--- src/rtl/mult_pkg.sv ---
// Shared types for the radix-2 Booth multiplier control path.
package mult_pkg;

    typedef struct packed {
        logic load_A;
        logic load_B;
        logic load_add;
        logic shift_HQ_LQ_Q_1;
        logic add_sub;
    } mult_control_t;

    typedef enum logic [2:0] {
        IDLE,
        CLEAR,
        LOAD,
        EVAL,
        SHIFT,
        CAPT,
        HOLD
    } booth_state_t;

    localparam logic [1:0] BOOTH_ADD = 2'b01;
    localparam logic [1:0] BOOTH_SUB = 2'b10;

endpackage

--- src/rtl/booth_step_counter.sv ---
// Iteration counter for the Booth sequencer; flags the last evaluate/shift step.
module booth_step_counter #(
    parameter int N = 8
) (
    input  logic clk,
    input  logic rst,
    input  logic clear,
    input  logic inc,
    output logic last
);

    // One extra value of headroom so the final increment never wraps.
    localparam int CW = $clog2(N + 1);

    logic [CW-1:0] count;

    always_ff @(posedge clk or negedge rst) begin
        if (!rst)
            count <= '0;
        else if (clear)
            count <= '0;
        else if (inc)
            count <= count + 1'b1;
    end

    assign last = (count == CW'(N - 1));

endmodule

--- src/rtl/booth_mult_ctrl.sv ---
// Booth multiplier sequencer: clear, load, N eval/shift steps, capture, valid/ready hold.
module booth_mult_ctrl
    import mult_pkg::*;
#(
    parameter int N = 8
) (
    input  logic            clk,
    input  logic            rst,
    input  logic            start,
    output logic            start_ready,
    input  logic [2:0]      Q_LSB,
    input  logic [2*N-1:0]  bin_d_in,
    output mult_control_t   mult_control,
    output logic            dp_clr,
    output logic            busy,
    output logic [2*N-1:0]  product,
    output logic            product_valid,
    input  logic            product_ready
);

    booth_state_t state, state_nxt;
    logic         cnt_clear, cnt_inc, cnt_last;
    logic         unused_q_msb;

    assign unused_q_msb = Q_LSB[2];
    assign cnt_clear    = (state == CLEAR);
    assign cnt_inc      = (state == SHIFT);

    booth_step_counter #(.N(N)) u_step_cnt (
        .clk   (clk),
        .rst   (rst),
        .clear (cnt_clear),
        .inc   (cnt_inc),
        .last  (cnt_last)
    );

    always_ff @(posedge clk or negedge rst) begin
        if (!rst)
            state <= IDLE;
        else
            state <= state_nxt;
    end

    always_comb begin
        state_nxt = state;
        case (state)
            IDLE:    if (start) state_nxt = CLEAR;
            CLEAR:   state_nxt = LOAD;
            LOAD:    state_nxt = EVAL;
            EVAL:    state_nxt = SHIFT;
            SHIFT:   state_nxt = cnt_last ? CAPT : EVAL;
            CAPT:    state_nxt = HOLD;
            HOLD:    if (product_ready) state_nxt = IDLE;
            default: state_nxt = IDLE;
        endcase
    end

    always_comb begin
        mult_control  = '0;
        dp_clr        = 1'b0;
        start_ready   = 1'b0;
        product_valid = 1'b0;
        busy          = (state != IDLE);
        case (state)
            IDLE:  start_ready = 1'b1;
            CLEAR: dp_clr = 1'b1;
            LOAD: begin
                mult_control.load_A = 1'b1;
                mult_control.load_B = 1'b1;
            end
            // Mealy decode of the datapath's registered {LQ[0], Q_1}.
            EVAL: begin
                case (Q_LSB[1:0])
                    BOOTH_ADD: begin
                        mult_control.load_add = 1'b1;
                        mult_control.add_sub  = 1'b1;
                    end
                    BOOTH_SUB: mult_control.load_add = 1'b1;
                    default: ;
                endcase
            end
            SHIFT: mult_control.shift_HQ_LQ_Q_1 = 1'b1;
            HOLD:  product_valid = 1'b1;
            default: ;
        endcase
    end

    // Product survives the handshake; only the next CAPT overwrites it.
    always_ff @(posedge clk or negedge rst) begin
        if (!rst)
            product <= '0;
        else if (state == CAPT)
            product <= bin_d_in;
    end

endmodule

--- config.mk ---
export PLATFORM = sky130hd
export DESIGN_NAME = booth_mult_ctrl
export DESIGN_NICKNAME = d
export VERILOG_FILES = /design/src/rtl/mult_pkg.sv /design/src/rtl/booth_step_counter.sv /design/src/rtl/booth_mult_ctrl.sv
export SDC_FILE = /design/constraint.sdc
export NUM_CORES = 1
export LEC_CHECK = 0
export CORE_MARGIN = 3
export CORE_UTILIZATION = 42
export CTS_BUF_LIST = sky130_fd_sc_hd__clkbuf_2 sky130_fd_sc_hd__clkbuf_4 sky130_fd_sc_hd__clkbuf_8
export DETAILED_ROUTE_END_ITERATION = 7
export GPL_TIMING_DRIVEN = 1
export HOLD_SLACK_MARGIN = 0.06
export PLACE_DENSITY = 0.84
export RECOVER_POWER = 50
export SYNTH_ARGS = -nofsm -noshare
export SYNTH_HDL_FRONTEND = slang
export SYNTH_SLANG_ARGS = --single-unit
--- constraint.sdc ---
create_clock -name clk -period 1.9 [get_ports clk]
set_input_delay 0.285 -clock clk [delete_from_list [all_inputs] [get_ports clk]]
set_output_delay 0.285 -clock clk [all_outputs]
set_load 0.05 [all_outputs]
* After elaboration in Yosys (flattened, before gate mapping)
Index checks and enable logic that the tools add are counted.
** Cells by class
- Add/subtract/negate cells :: 1
- Equality and inequality tests :: 11
- Multiplexer cells :: 15
- Reduce and logical (&&, ||, !) cells :: 5
** Operators by type and width (count)
- 3-bit one-hot mux with 7 select lines :: 1
- 3-bit == test (second input constant) :: 3
- 3-bit 2-to-1 mux :: 3
- 1-bit 2-to-1 mux :: 8
- 4-bit 2-to-1 mux :: 2
- 3-bit by 2-bit == test with 1-bit output (second input constant) :: 2
- 4-bit by 1-bit adder with 4-bit output (second input constant) :: 1
- 4-bit by 3-bit == test with 1-bit output (second input constant) :: 1
- 2-bit != test (second input constant) :: 2
- 3-bit by 1-bit == test with 1-bit output (second input constant) :: 1
- 3-bit logical NOT :: 1
- 3-bit nonzero test :: 1
- 2-bit by 1-bit == test with 1-bit output (second input constant) :: 1
- 2-bit == test (second input constant) :: 1
- 2-bit 2-to-1 mux :: 1
- 2-bit AND reduction :: 1
- 2-bit nonzero test :: 1
- 2-bit OR reduction :: 1
** Word-level totals
- Flip-flop bits (word level) :: 23
- Output and inout bits :: 25

* Longest topological paths before layout
- Word-level depth :: 4
- Gate-level depth with buffers :: 4
- Mapped depth without buffers :: 4

* Hierarchy
From an unflattened synthesis, not the netlist that was laid out.
** Second synthesis, totals
- Cell total of the unflattened synthesis :: 82
- Area, all modules :: 1088.5 µm²
** By module, submodules not included
- booth_mult_ctrl :: instances 1, cells an instance 64, area each 888.4 µm², sequential area each 475.5 µm²
- booth_step_counter :: instances 1, cells an instance 18, area each 200.2 µm², sequential area each 100.1 µm²

* Worst setup path after synthesis
Ideal clock, no wire load.
- Kind :: reg-to-output
- From :: register state[1]
- To :: output port mult_control[4] (netlist name)
- Data arrival time :: 2.228 ns
- Data required time :: 1.615 ns
- Setup slack :: -0.613 ns
- Stages on the path, launching flop included :: 4
- Path buffers :: 2
- Cells stage by stage :: dfrtp_1 -> clkbuf_1 -> nor3b_1 -> buf_4
** RTL lines
- start, declared :: line booth_mult_ctrl.sv:21 : booth_state_t state, state_nxt;
- start signal, assigned :: line booth_mult_ctrl.sv:41 : state <= state_nxt;
- end, declared :: line booth_mult_ctrl.sv:13 : output mult_control_t mult_control,

==> flow_summary.yaml <==
critical_path:
  end_kind: "output pin"
  crit_fanout: 1
  reg2reg_from: "state[2]$_DFFE_PN0P_"
  r2r_slack_ns: 0.15
  worst-endpoint-required_ns: 1.62
  ff2ff_path_depth: 4
  crit_path_start_kind: "input pin"
  r2r-end: "product[2]$_DFFE_PN0P_"
  cp.arrival_ns: 1.55
  critPathKind: "in -> out"
worst_hold_path:
  min_to: "u_step_cnt.count[2]$_DFFE_PN0P_"
  min_from: "u_step_cnt.count[2]$_DFFE_PN0P_"
  worst_hold_path.num_cells: 1
  min_path_type: "reg -> reg"
grt:
  grt_use_total: 0.1571
  grt_pass1_wl_um: 3974
  grt_antenna_before_repair: 0
  grt_max_degree: 24
  grt_pass1_vias: 829
  grt.overflow.total: 0
sta:
  min_period_over_period: 0.9663
  timing.hold.ws_ns: 0.5132
  clock_skew_ns: 0.004789
  period_needed_ns: 1.836
  max_freq_mhz: 544.7
  setup_viol: 0
  hold_violations: 0
  slew_headroom: 0.2006
  final_max_slew_viol_count: 0
  grt_setup_unrepaired: "no"
  fin_tns_setup_ns: 0
  worst_pin_slew_ns: 1.199
synth:
  synth-main-ff-cell: "dfrtp_1"
  synth.largest_area_cell: "dfrtp_1"
  syn_area_per_cell_um2: 12.73
  synth_area_leaders: "dfrtp_1 (55%), mux2_2 (18%), ha_1 (2.4%)"
  ys_top_cells_by_count: "dfrtp_1 (23), mux2_2 (17), nand2_1 (4), nor2_1 (4)"
  synth_seq_cells: 23
  synthCells: 82
  synth_area_um2: 1044
  async_reset_ff_frac: 1.000
  synth-edff-count: 0
  synth_warnings: 0
  synth_top_area_frac: 0.5516
  ys_types: 29
  yosysSeqAreaShare: 0.5516
  yosysMostFrequentCell: "dfrtp_1"
  synth_nets: 107
final_layout:
  antennaDiodeCount: 0
  drive_gt1_frac: 0.3209
  multi_input_area_um2: 451.7
  area_growth_pct: 61.15
  instances_no_fill: 162
  fill_cells: 155
  register_area_um2: 576.8
  layout.nets: 160
  final_cell_area_um2: 1682
run_status:
  status: "finished, final reports clean"
clocking:
  clock_sinks: 23
  cts_root_buf: "clkbuf_4"
  cts_tree: "done"
  cts_made_buffers: 3
  clkTransAtPathRegs_ns: 0.13
  clk_latency_ns: 0.30
  htree_levels: 1
  clockBufferDepth: 2
placement:
  routabilityCongestion: 0.7234
  port_buffers: 46
  dpl_cell_area_um2: 1620
  hpwl_um: 1703
  dp_cells: 152
routing:
  final_antenna_net_count: 0
  drt_iter0_markers: 4
  vias: 803
  vias_per_cell: 4.957
  totalWireLength_um: 2326
  route.detailed.drc: 0
  drtPass1Iterations: 4
  wire_per_inst_um: 14.36
floorplanning:
  design.portCount: 48
  die_x_um: 55.85
  core_um2: 2276
  initial_core_util: 0.4585
  die-area_um2: 3119
  num_rows: 17
  die_h_um: 55.85
job:
  cap_violations: 0
power_and_ir_drop:
  power_leakage_nw: 0.7461
  powerDensity_nw_per_um2: 1956
  peakVddDrop_mv: 1.586
==> worst max path at each step <==
stage                     slack (ns)                 start         endpoint
after global placement          0.05              Q_LSB[1]  mult_control[2]
after CTS                       0.01  state[1]$_DFFE_PN0P_  mult_control[1]
after detailed placement      -0.006              Q_LSB[1]  mult_control[2]
after global routing            0.02  state[2]$_DFFE_PN0P_    product_valid
after floorplan                -0.06  state[1]$_DFFE_PN0P_  mult_control[4]
final                           0.06              Q_LSB[1]  mult_control[2]
==> stage by stage <==
step / utilization / power, W / setup slack (ns)
final: 0.7389 / 0.003290 / 0.06406
after floorplan: - / 0.002237 / -0.06429
after CTS: 0.7301 / 0.003247 / 0.01001
after global routing: 0.7389 / 0.003445 / 0.01747
after global placement: 0.7119 / 0.002971 / 0.04632
after detailed placement: 0.7119 / 0.003025 / -0.006079
==> cell type report <==
type,instances,share of cell area
Sequential cell,23,0.3430
Timing Repair Buffer,54,0.3423
Multi-Input combinational cell,49,0.2686
Tap cell,28,0.02083
Clock buffer,3,0.01339
Inverter,4,0.008929
Clock inverter,1,0.002976
==> critical path, cell delays in order <==
cell	delay [ns]
clkdlybuf4s50_1	0.46
inv_1	0.06
ha_4	0.22
nor4bb_4	0.35
buf_12	0.18
==> cell usage in the layout (no fill, tap or decap), drive strengths merged <==
master	instances
and4b	1
a21o	1
a22o	2
nand3	1
a22oi	1
ha	2
nand4	1
clkdlybuf4s50	37
o21bai	1
clkbuf	6
nor3	1
clkinv	1
a211oi	1
nor4bb	1
or3	1
nand2	5
o21ai	2
mux2	18
inv	4
buf	14
nor3b	1
nor2b	1
dfrtp	23
mux2i	2
nor2	4
or3b	2
==> where the power goes <==
part	internal [W]	leakage [nW]	switching, W	total (W)
sequential	0.000711	0.276	0.000139	0.000850
clock	0.0000784	0.0177	0.000143	0.000221
combinational	0.000936	0.452	0.00128	0.00222
total	0.00172	0.746	0.00156	0.00329
==> routing by layer <==
layer | vias up | global-route usage | share of wire
met4 | 0 | 0.02034 | 0
met2 | 36 | 0.2669 | 0.48
met5 | - | 0 | 0
met3 | 0 | 0.04872 | 0.090
li1 | 390 | - | -
met1 | 377 | 0.2027 | 0.43
==> timing repair <==
item	4_1_cts	5_1_grt
buffers inserted	0	6
pin swaps	1	0
endpoints found under the setup margin	3	2
hold buffers	0	0
endpoints found under the hold margin	0	0
resized for setup	2	1
==> state kept, by name (all words and copies together) (netlist names) <==
name	cells
product	16
state	3
u_step_cnt.count	4
==> cells by family (layout without fill, tap and decap cells) <==
kind of cell,Yosys count,count (layout),share of synthesized area
AO/OA/AOI/OAI,8,8,0.05517
flip-flops,23,23,0.5516
adder cells (fa/ha/maj),2,2,0.02398
buffers and inverters,10,62,0.04435
AND/OR/NAND/NOR,19,19,0.1079
multiplexers,20,20,0.2170
Note: power is estimated with default switching activity, not from simulation.
